**config.mk**
```make
export PLATFORM = sky130hd
export DESIGN_NAME = sel_arbiter2_flat
export DESIGN_NICKNAME = d
export VERILOG_FILES = /design/src/rtl/sel_arbiter2_pkg.sv /design/src/rtl/sel_arbiter2_if.sv /design/src/rtl/sel_arbiter2_hold_timer.sv /design/src/rtl/sel_arbiter2.sv /design/src/flat_wrapper.sv
export SDC_FILE = /design/constraint.sdc
export NUM_CORES = 1
export LEC_CHECK = 0
export ABC_AREA = 1
export BUFFER_PORTS_ARGS = -buffer_cell sky130_fd_sc_hd__buf_4
export CAP_MARGIN = 40
export CELL_PAD_IN_SITES_DETAIL_PLACEMENT = 1
export CELL_PAD_IN_SITES_GLOBAL_PLACEMENT = 2
export CORE_MARGIN = 8
export CORE_UTILIZATION = 27
export CTS_BUF_LIST = sky130_fd_sc_hd__clkbuf_8
export DETAILED_ROUTE_END_ITERATION = 8
export PLACE_DENSITY_LB_ADDON = 0.08
export SYNTH_ARGS = -nofsm -noshare
export SYNTH_HDL_FRONTEND = slang
export SYNTH_HIERARCHICAL = 1
export SYNTH_SLANG_ARGS = --single-unit
```
**constraint.sdc**
```tcl
create_clock -name clk -period 1.25 [get_ports clk]
set_input_delay 0.25 -clock clk [delete_from_list [all_inputs] [get_ports clk]]
set_output_delay 0.25 -clock clk [all_outputs]
set_load 0.01 [all_outputs]
```
**src/rtl/sel_arbiter2_pkg.sv**
```systemverilog
// Shared types for the two-requester select arbiter: FSM states, select
// encodings and the round-robin pick used from IDLE and GAP.
package common;

   typedef enum logic [1:0] {
      ARB_IDLE  = 2'd0,
      ARB_GNT_A = 2'd1,
      ARB_GNT_B = 2'd2,
      ARB_GAP   = 2'd3
   } arb_state_t;

   localparam logic ARB_SEL_A = 1'b0;
   localparam logic ARB_SEL_B = 1'b1;

   // On a tie the side that did not own the resource last wins.
   function automatic arb_state_t arb_pick(input logic req_a, input logic req_b,
                                           input logic last_gnt);
      arb_state_t pick;
      pick = ARB_IDLE;
      if (req_a && req_b)
         pick = (last_gnt == ARB_SEL_A) ? ARB_GNT_B : ARB_GNT_A;
      else if (req_a)
         pick = ARB_GNT_A;
      else if (req_b)
         pick = ARB_GNT_B;
      return pick;
   endfunction

endpackage

```
**src/rtl/sel_arbiter2_if.sv**
```systemverilog
// Request/grant bundle between the two requesters (master) and the arbiter
// (slave); dbg_state mirrors the arbiter FSM for checkers.
interface sel_arbiter2_if;
   import common::*;

   // Level handshake: a requester raises reqX and holds it for as long as it
   // uses the resource; it may use the mux only while grantX is high, and
   // dropping reqX releases the grant on the next edge.
   logic       reqA;
   logic       reqB;
   logic       grantA;
   logic       grantB;
   logic       select;
   logic       busy;
   logic       timeout;
   arb_state_t dbg_state;

   modport master (
      output reqA, reqB,
      input  grantA, grantB, select, busy, timeout, dbg_state
   );

   modport slave (
      input  reqA, reqB,
      output grantA, grantB, select, busy, timeout, dbg_state
   );

endinterface

```
**src/rtl/sel_arbiter2_hold_timer.sv**
```systemverilog
// Grant hold counter: cleared outside a grant, counts grant cycles and
// flags the last allowed cycle. Saturates at MAX_HOLD-1, never wraps.
module hold_timer #(
   parameter int MAX_HOLD = 16
) (
   input  logic clk,
   input  logic rstN,
   input  logic clr,
   input  logic en,
   output logic expired
);

   localparam int W = $clog2(MAX_HOLD);
   localparam logic [W-1:0] LAST = W'(MAX_HOLD - 1);

   logic [W-1:0] cnt;

   always_ff @(posedge clk) begin
      if (!rstN || clr)
         cnt <= '0;
      else if (en && (cnt != LAST))
         cnt <= cnt + W'(1);
   end

   assign expired = en && (cnt == LAST);

endmodule

```
**src/rtl/sel_arbiter2.sv**
```systemverilog
// Two-requester round-robin arbiter driving a registered mux select, with a
// one-cycle GAP between owners. Optional forced release under ARB_TIMEOUT_EN.
module sel_arbiter2
   import common::*;
#(
   parameter int MAX_HOLD = 16
) (
   input  logic           clk,
   input  logic           rstN,
   sel_arbiter2_if.slave  bus
);

   arb_state_t state;
   arb_state_t pick;
   logic       last_gnt;
   logic       grant_a;
   logic       grant_b;
   logic       sel;
   logic       busy;
   logic       timeout;
   logic       force_rel;
   logic       in_gnt;

   assign in_gnt = (state == ARB_GNT_A) || (state == ARB_GNT_B);
   assign pick   = arb_pick(bus.reqA, bus.reqB, last_gnt);

`ifdef ARB_TIMEOUT_EN
   hold_timer #(.MAX_HOLD(MAX_HOLD)) u_hold_timer (
      .clk     (clk),
      .rstN    (rstN),
      .clr     (!in_gnt),
      .en      (in_gnt),
      .expired (force_rel)
   );
`else
   logic unused_cfg;
   assign unused_cfg = (MAX_HOLD < 2) || in_gnt;
   assign force_rel  = 1'b0;
`endif

   always_ff @(posedge clk) begin
      if (!rstN) begin
         state    <= ARB_IDLE;
         grant_a  <= 1'b0;
         grant_b  <= 1'b0;
         busy     <= 1'b0;
         timeout  <= 1'b0;
         sel      <= 1'b0;
         last_gnt <= ARB_SEL_B;
      end else begin
         grant_a <= 1'b0;
         grant_b <= 1'b0;
         busy    <= 1'b0;
         timeout <= 1'b0;
         unique case (state)
            ARB_IDLE, ARB_GAP: begin
               state <= pick;
               if (pick == ARB_GNT_A) begin
                  grant_a  <= 1'b1;
                  busy     <= 1'b1;
                  sel      <= ARB_SEL_A;
                  last_gnt <= ARB_SEL_A;
               end else if (pick == ARB_GNT_B) begin
                  grant_b  <= 1'b1;
                  busy     <= 1'b1;
                  sel      <= ARB_SEL_B;
                  last_gnt <= ARB_SEL_B;
               end
            end
            ARB_GNT_A: begin
               if (!bus.reqA || force_rel) begin
                  state   <= ARB_GAP;
                  timeout <= force_rel;
               end else begin
                  grant_a <= 1'b1;
                  busy    <= 1'b1;
               end
            end
            ARB_GNT_B: begin
               if (!bus.reqB || force_rel) begin
                  state   <= ARB_GAP;
                  timeout <= force_rel;
               end else begin
                  grant_b <= 1'b1;
                  busy    <= 1'b1;
               end
            end
            default: state <= ARB_IDLE;
         endcase
      end
   end

   assign bus.grantA    = grant_a;
   assign bus.grantB    = grant_b;
   assign bus.select    = sel;
   assign bus.busy      = busy;
   assign bus.timeout   = timeout;
   assign bus.dbg_state = state;

endmodule

```
**src/flat_wrapper.sv**
```systemverilog
// flat-port wrapper written by rule: the top's interface ports become plain ports
module sel_arbiter2_flat import common::*;
#(
   parameter int MAX_HOLD = 16
)
  (clk, rstN, bus_reqA, bus_reqB, bus_grantA, bus_grantB, bus_select, bus_busy, bus_timeout, bus_dbg_state);
  sel_arbiter2_if bus_i ();
  input  logic clk;
  input  logic rstN;
  input wire logic [$bits(bus_i.reqA)-1:0] bus_reqA;
  input wire logic [$bits(bus_i.reqB)-1:0] bus_reqB;
  output wire logic [$bits(bus_i.grantA)-1:0] bus_grantA;
  output wire logic [$bits(bus_i.grantB)-1:0] bus_grantB;
  output wire logic [$bits(bus_i.select)-1:0] bus_select;
  output wire logic [$bits(bus_i.busy)-1:0] bus_busy;
  output wire logic [$bits(bus_i.timeout)-1:0] bus_timeout;
  output wire logic [$bits(bus_i.dbg_state)-1:0] bus_dbg_state;
  assign bus_i.reqA = bus_reqA;
  assign bus_i.reqB = bus_reqB;
  assign bus_grantA = bus_i.grantA;
  assign bus_grantB = bus_i.grantB;
  assign bus_select = bus_i.select;
  assign bus_busy = bus_i.busy;
  assign bus_timeout = bus_i.timeout;
  assign bus_dbg_state = bus_i.dbg_state;
  sel_arbiter2 #(.MAX_HOLD(MAX_HOLD)) u_core (.clk(clk), .rstN(rstN), .bus(bus_i));
endmodule
```
==> results of run 1 <==
[routing by layer]
| metal | GRT usage | part of all wire | vias to the layer above |
|---|---|---|---|
| met3 | 0.0341 | 0.081 | 3 |
| met5 | 0 | 0 | - |
| met4 | 0.0776 | 0.031 | 0 |
| met1 | 0.0639 | 0.39 | 152 |
| met2 | 0.121 | 0.49 | 12 |
| li1 | - | - | 174 |
[cell usage after synthesis (all sizes together)]
cell type  number
or2             1
conb            1
buf             1
a21oi           3
ha              4
and2            1
a21boi          1
nand2          14
nand3           4
dfxtp           7
inv             5
nor2            5
o21ai           1
[registers in the layout (all words and copies together), names as in the netlist]
name,flops
u_core/bus.busy,1
u_core/last_gnt,1
u_core/bus.grantB,1
u_core/bus.select,1
u_core/bus.dbg_state,2
u_core/bus.grantA,1
[worst paths after layout]
kind                                                           start                              to  slack [ns]  cells after the start
worst max-delay path            u_core/bus.dbg_state[0]$_SDFFE_PN0P_    u_core/bus.grantB$_SDFF_PN0_        0.08                      6
worst max register to register  u_core/bus.dbg_state[0]$_SDFFE_PN0P_    u_core/bus.grantB$_SDFF_PN0_        0.08                      6
worst min-delay path                                            rstN    u_core/last_gnt$_SDFFE_PN1P_        0.26                      2
worst min register to register        u_core/bus.select$_SDFFE_PN0P_  u_core/bus.select$_SDFFE_PN0P_        0.47                      2
[layout make-up]
cell class / count / area (um2)
Clock buffer: 3 / 41.3
Clock inverter: 1 / 3.75
Fill cell: 166 / 776
Inverter: 5 / 18.8
Multi-Input combinational cell: 35 / 210
Sequential cell: 7 / 141
Tap cell: 15 / 18.8
Timing Repair Buffer: 10 / 75.1
[power breakdown]
part / switching, mW / internal [mW]
logic: 0.377 / 0.305
clock network: 0.104 / 0.213
registers: 0.0577 / 0.327
total: 0.539 / 0.844
[per-stage QoR]
stage	cell area (um2)	power, mW
CTS	497	1.37
global route	509	1.51
global placement	452	1.03
detailed placement	452	1.04
finish	509	1.38
floorplan	365	0.780
[layout by cell type, fill, tap and decap left out, types with 2 or more instances in the layout]
master and count:
nand2_1 11, buf_4 10, dfxtp_1 6, inv_1 5, nor2_1 4, clkbuf_8 3
nand2_2 3, nand3_1 3, ha_1 3, a21oi_1 2
[worst register-to-register path: cells and delay by family, from the launching register on]
family,cells,cell delay [ns]
buffers and inverters,1,0.08
adder cells (fa/ha/maj),1,0.38
AND/OR/NAND/NOR,4,0.32
flip-flops,1,0.33
[cells by family (layout without fill, tap and decap cells)]
family | Yosys count | after routing | synth area share
flip-flops | 7 | 7 | 0.384
other | 1 | 1 | 0.0103
buffers and inverters | 6 | 19 | 0.0719
AND/OR/NAND/NOR | 25 | 25 | 0.312
adder cells (fa/ha/maj) | 4 | 4 | 0.137
AO/OA/AOI/OAI | 5 | 5 | 0.0856
[repair_timing]
item / CTS / global route
gates resized for setup: 0 / 4
endpoints found under the hold margin: 0 / 0
endpoints found under the setup margin: 0 / 4
hold buffers: 0 / 0
==> impl_metrics.yaml, run 1 <==
run_status:
  status: "finished clean"
logic_synthesis:
  synthesis.area_um2: 365
  yosys_warnings: 6
  syn-num-nets: 56
  syn_area_per_cell_um2: 7.61
  synth-seq-area-share: 0.384
  yosys.area.top_type: "dfxtp_1"
  synthTopCellsByArea: "dfxtp_1 38%, ha_1 14%, nand2_1 11%"
  synth_top_area_frac: 0.384
  syn_inst: 48
  synth-seq-cells: 7
  synth_cell_types: 17
clock_network:
  cts.htree.levels: 1
  clkSinkCount: 7
  path_clk_slew_ns: 0.04
  cts_root_buf: "clkbuf_8"
  clk_latency_ns: 0.23
  post_cts_buffers: 0
  cts_made_buffers: 3
  clk_path_buf_depth: 2
  tritoncts: "yes"
critical_path:
  slowest_delay_ns: 0.38
  worst_setup_path_end_kind: "flip-flop"
  crit_buf_inv: 1
  worstPathCellList: "inv_1 -> ha_2 -> nand3_2 -> nand2_1 -> nand2_1 -> nor2_2"
  crit_arrival_ns: 1.34
  criticalPathCategory: "flip-flop to flip-flop"
  required_ns: 1.42
  critPathLaunchType: "flip-flop"
  cpLargestDelayFamily: "adder cells"
  cp_slowest_cell: "ha_2"
  crit_path_frequent_cell: "nand2_1"
  crit_fanout: 5
placed_design:
  portBuffers: 9
  dp_hpwl_um: 741
  globalplace.congestion: 0.763
  dp.cells: 72
  dp_slack_ns: 0.0327
power_and_ir_drop:
  p_per_area_nw_per_um2: 2720
  vdd_ir_drop_max_mv: 0.754
  power.leakage_nw: 0.263
layout:
  antenna_cells: 0
  area_growth_pct: 39.4
  utilization: 0.396
  final_nets: 70
  drive_above_1_share: 0.377
  final_cell_count_no_fill: 76
routing:
  routedWlPerCell_um: 12.5
  wirelength_um: 947
  ant_nets: 0
  drc_errors: 0
  viasPerCell: 4.49
  dr.pass1.iters: 4
  drt_iter0_drc: 6
  vias: 341
grt:
  grt_overflow_total: 0
  grt_pass1_vias: 346
  grt_use_total: 0.0746
  grt_max_degree: 7
  grt_pass1_wl_um: 1400
  antenna_found_initial: 0
sta:
  hold_ws_ns: 0.264
  finalSetupTns_ns: 0
  hold_viol: 0
  min_period_over_period: 0.935
  period_needed_ns: 1.17
  finalClockSkew_ns: 0.00125
  slew_viol_final: 0
  fmax_ghz: 0.855
  setup_violations: 0
  finalWorstSetupSlack_ns: 0.0810
  rsz0062_at_grt: "no"
die:
  die_w_um: 52.8
  die-area_um2: 2790
  fp.dieH_um: 52.8
  num_rows: 13
  initial_core_util: 0.284
  io_pins: 11
  coreArea_um2: 1280
flow_run:
  cap_violations: 0
hold_path:
  hold_class: "input port to flip-flop"
No activity file was read; power rests on OpenSTA's default activity.
==> run 2, diff against run 1 <==
- clock period: 1.25 -> 1.1 ns (I/O delays scaled with it)
==> run 2 against run 1 <==
Effect of this change:
- the run now ends with negative setup slack left
- die area unchanged
- setup slack got worse by 0.092 ns
- global-route usage is 1.1 points higher
- worst hold slack worse by 0.042 ns
- critical path depth is 1 lower
- utilization is 3.3 points higher
- first-iteration DRC count fell by 83%
- sequential cell count unchanged
- clock power is 15% higher
- final cell count grew 5.3%
- sequential share of layout area is 1.5 points lower
- clock-buffer cell count did not move
- largest power group unchanged
==> impl_metrics.yaml, run 2 (synthesis results as in run 1) <==
run_status:
  status: "complete, but fails checks"
  violations: "negative setup slack"
critical_path:
  crit_buf_inv: 1
  crit_fanout: 5
  crit_arrival_ns: 1.23
  crit_path_frequent_cell: "nor2_1"
  cp_slowest_cell: "dfxtp_2"
  critPathLaunchType: "flip-flop"
  criticalPathCategory: "flip-flop to flip-flop"
  slowest_delay_ns: 0.35
  worst_setup_path_end_kind: "flip-flop"
  required_ns: 1.22
  worstPathCellList: "inv_2 -> ha_4 -> nand3_1 -> nor2_1 -> nor2_1"
  cpLargestDelayFamily: "flip-flops"
layout:
  antenna_cells: 0
  final_nets: 74
  final_cell_area_um2: 552
  layout_commonest_cell: "buf_4"
  final_cell_mix: "14 x buf_4, 11 x nand2_1, 5 x dfxtp_1"
  utilization: 0.429
  drive_above_1_share: 0.462
  area_growth_pct: 51.0
  largest_reg_flops: 2
clock_network:
  clk_path_buf_depth: 2
  clk_latency_ns: 0.23
  path_clk_slew_ns: 0.04
  cts_root_buf: "clkbuf_8"
  cts.htree.levels: 1
  cts_made_buffers: 3
  cts_hold_buffers: 0
  clkSinkCount: 7
  tritoncts: "yes"
routing:
  drc_errors: 0
  drt_iter0_drc: 1
  wirelength_um: 1040
  dr.pass1.iters: 2
  viasPerCell: 4.43
  vias: 354
  ant_nets: 0
  routedWlPerCell_um: 13.1
die:
  die_w_um: 52.8
  coreArea_um2: 1280
  num_rows: 13
  initial_core_util: 0.284
  fp.dieH_um: 52.8
  die-area_um2: 2790
  io_pins: 11
placed_design:
  dp_hpwl_um: 813
  dp_slack_ns: -0.0267
  placedInstanceArea_um2: 482
  globalplace.congestion: 0.721
  portBuffers: 9
sta:
  finalWorstSetupSlack_ns: -0.0109
  slew_viol_final: 0
  hold_ws_ns: 0.222
  hold_viol: 0
  min_period_over_period: 1.01
  period_needed_ns: 1.11
  fmax_ghz: 0.900
  finalClockSkew_ns: 0.00347
  setup_violations: 1
  rsz0062_at_grt: "yes"
hold_path:
  hold_class: "input port to flip-flop"
power_and_ir_drop:
  intPower_mw: 1.07
  power.total_mw: 1.74
  power.leakage_nw: 0.279
  vdd_ir_drop_max_mv: 1.28
  combinationalPowerShare: 0.525
  pwr-share-clk: 0.209
  switching_share: 0.386
  seqPwrFrac: 0.266
  p_per_area_nw_per_um2: 3150
  p_sw_uw: 671
flow_run:
  cap_violations: 0
grt:
  grt_overflow_total: 0
  grt_pass1_vias: 381
  antenna_found_initial: 0
  grt_use_total: 0.0854
  grt_max_degree: 7
  grt_pass1_wl_um: 1670
-- run 2: cell count changes in the layout (fill, tap and decap cells not counted) --
cell / delta
o21ai_2: -1
buf_4: +4
inv_2: +2
dfxtp_1: -1
inv_1: -2
o21ai_1: +1
ha_1: -1
dfxtp_4: +1
ha_4: +1
-- run 2: worst paths after layout --
kind / start / to / slack, ns / depth (start not counted)
worst max register to register: u_core/bus.dbg_state[0]$_SDFFE_PN0P_ / u_core/bus.dbg_state[1]$_SDFFE_PN0P_ / -0.01 / 5
worst min-delay path: rstN / u_core/last_gnt$_SDFFE_PN1P_ / 0.22 / 2
worst min register to register: u_core/bus.select$_SDFFE_PN0P_ / u_core/bus.select$_SDFFE_PN0P_ / 0.47 / 2
worst max-delay path: u_core/bus.dbg_state[0]$_SDFFE_PN0P_ / u_core/bus.dbg_state[1]$_SDFFE_PN0P_ / -0.01 / 5
-- run 2: layout make-up --
type / instances / area [um2]
Clock buffer: 3 / 41.3
Clock inverter: 1 / 3.75
Fill cell: 168 / 733
Inverter: 5 / 18.8
Multi-Input combinational cell: 35 / 219
Sequential cell: 7 / 145
Tap cell: 15 / 18.8
Timing Repair Buffer: 14 / 105
-- run 2: power by group through the flow --
| stage | registers (mW) | clock network (mW) | logic, mW |
|---|---|---|---|
| after floorplan | 0.493 | 0 | 0.453 |
| after global placement | 0.447 | 0 | 0.828 |
| after detailed placement | 0.456 | 0 | 0.864 |
| after CTS | 0.463 | 0.381 | 0.880 |
| after global routing | 0.472 | 0.399 | 1.03 |
| final | 0.462 | 0.364 | 0.913 |
-- run 2: per-layer routing --
metal | GRT usage | vias to the layer above | part of all wire
met1 | 0.0880 | 163 | 0.43
met2 | 0.127 | 9 | 0.50
met4 | 0.0776 | 0 | 0.015
met5 | 0 | - | 0
li1 | - | 180 | -
met3 | 0.0369 | 2 | 0.058
-- run 2: what timing repair did --
action,CTS,global route
gates resized for setup,3,2
hold endpoints to repair,0,0
pin swaps,4,2
endpoints found under the setup margin,4,5
setup buffers,0,2
-- run 2: metrics by stage --
stage / cells / setup TNS (ns)
floorplan: 48 / 0
global placement: 74 / 0
detailed placement: 74 / -0.0449
CTS: 78 / 0
global route: 80 / -0.255
finish: 80 / -0.0109
==> run 3, diff against run 2 <==
- clock period: 1.1 -> 1.2 ns (I/O delays scaled with it)
==> run 3 against run 2 <==
Effect of this change:
- final cell count down 1.3%
- largest cell class unchanged
- register-to-register slack better by 0.08 ns
- routed wire length down 7.1%
- worst hold slack better by 0.033 ns
- critical path depth unchanged
- utilization down 0.78 points
- clock power down 9.3%
- combinational power down 12%
- die area unchanged
- the run now ends clean
- sequential power down 11%
- critical endpoint is now u_core/bus.grantA$_SDFF_PN0_
- setup slack better by 0.076 ns
==> impl_metrics.yaml, run 3 (synthesis results as in run 1) <==
die:
  fp.dieH_um: 52.8
  io_pins: 11
  initial_core_util: 0.284
  die_w_um: 52.8
  num_rows: 13
  die-area_um2: 2790
  coreArea_um2: 1280
run_status:
  status: "finished clean"
sta:
  slew_viol_final: 0
  min_period_over_period: 0.946
  setup_violations: 0
  hold_viol: 0
  fmax_ghz: 0.881
  finalWorstSetupSlack_ns: 0.0651
  period_needed_ns: 1.13
  hold_ws_ns: 0.255
  finalClockSkew_ns: 0.00130
routing:
  wirelength_um: 970
  drc_errors: 0
  viasPerCell: 4.30
  ant_nets: 0
  routedWlPerCell_um: 12.3
  dr.pass1.iters: 4
  drt_iter0_drc: 4
  vias: 340
clock_network:
  cts_root_buf: "clkbuf_8"
  clkSinkCount: 7
  path_clk_slew_ns: 0.04
  cts_hold_buffers: 0
  cts.htree.levels: 1
  cts_made_buffers: 3
  tritoncts: "yes"
  clk_latency_ns: 0.23
  clk_path_buf_depth: 2
layout:
  layout_commonest_cell: "buf_4"
  final_cell_mix: "13 x buf_4, 11 x nand2_1, 5 x inv_1, 5 x dfxtp_1"
  area_growth_pct: 48.3
  final_cell_area_um2: 542
  final_nets: 73
  largest_reg_flops: 2
  final_cell_count_no_fill: 79
  drive_above_1_share: 0.422
  utilization: 0.422
  antenna_cells: 0
placed_design:
  globalplace.congestion: 0.804
  dp_slack_ns: 0.0397
  dp.cells: 74
  portBuffers: 9
  placedInstanceArea_um2: 468
grt:
  grt_use_total: 0.0773
  top_usage_layer: "met2"
  grt_max_degree: 7
  grt_use_met1: 0.0908
  grt_pass1_wl_um: 1500
  met2_usage: 0.109
  grt_overflow_total: 0
  antenna_found_initial: 0
  grt_pass1_vias: 315
  use_met3: 0.0341
critical_path:
  worst_setup_path_end_kind: "flip-flop"
  criticalPathCategory: "flip-flop to flip-flop"
  crit_arrival_ns: 1.30
  critPathLaunchType: "flip-flop"
  crit_fanout: 2
  required_ns: 1.36
power_and_ir_drop:
  power.leakage_nw: 0.277
  vdd_ir_drop_max_mv: 0.747
  p_per_area_nw_per_um2: 2860
flow_run:
  cap_violations: 0
hold_path:
  hold_class: "input port to flip-flop"
==> run 3: what timing repair did <==
item	4_1_cts	5_1_grt
endpoints found under the setup margin	0	3
buffers inserted	0	1
gates resized for setup	0	5
==> run 3: final timing paths <==
| kind | startpoint | to | slack (ns) | depth (start not counted) |
|---|---|---|---|---|
| max | u_core/bus.dbg_state[0]$_SDFFE_PN0P_ | u_core/bus.grantA$_SDFF_PN0_ | 0.07 | 5 |
| min | rstN | u_core/last_gnt$_SDFFE_PN1P_ | 0.26 | 2 |
| min reg2reg | u_core/bus.select$_SDFFE_PN0P_ | u_core/bus.select$_SDFFE_PN0P_ | 0.47 | 2 |
| max reg2reg | u_core/bus.dbg_state[0]$_SDFFE_PN0P_ | u_core/bus.grantA$_SDFF_PN0_ | 0.07 | 5 |
==> run 3: area by class of cell <==
type,instances,area (um2)
repair buffers,13,97.6
flip-flops and latches,7,143
clock inverters,1,3.75
well taps,15,18.8
fillers,164,743
inverters,5,18.8
multi-input cells,35,219
clock buffers,3,41.3
==> run 3: critical path, stage by stage (launching register included) <==
cell	delay, ns
dfxtp_2	0.33
inv_1	0.08
buf_4	0.15
ha_1	0.18
or2_0	0.23
a21oi_2	0.10
==> run 3: metrics by stage <==
step | total power [mW] | TNS [ns]
final | 1.55 | 0
after detailed placement | 1.12 | 0
after floorplan | 0.816 | 0
after global placement | 1.12 | 0
after global routing | 1.69 | -0.0230
after CTS | 1.47 | 0
==> run 3: power breakdown <==
group	leakage, nW	internal (mW)	switching, mW	total (mW)
Combinational	0.192	0.391	0.416	0.807
Clock	0.0269	0.222	0.108	0.330
Sequential	0.0584	0.344	0.0674	0.411
==> run 3: routing by layer <==
layer | wire [um] | share of wire
met5 | 0 | 0
met4 | 0 | 0
met3 | 94 | 0.097
met2 | 461 | 0.48
met1 | 414 | 0.43
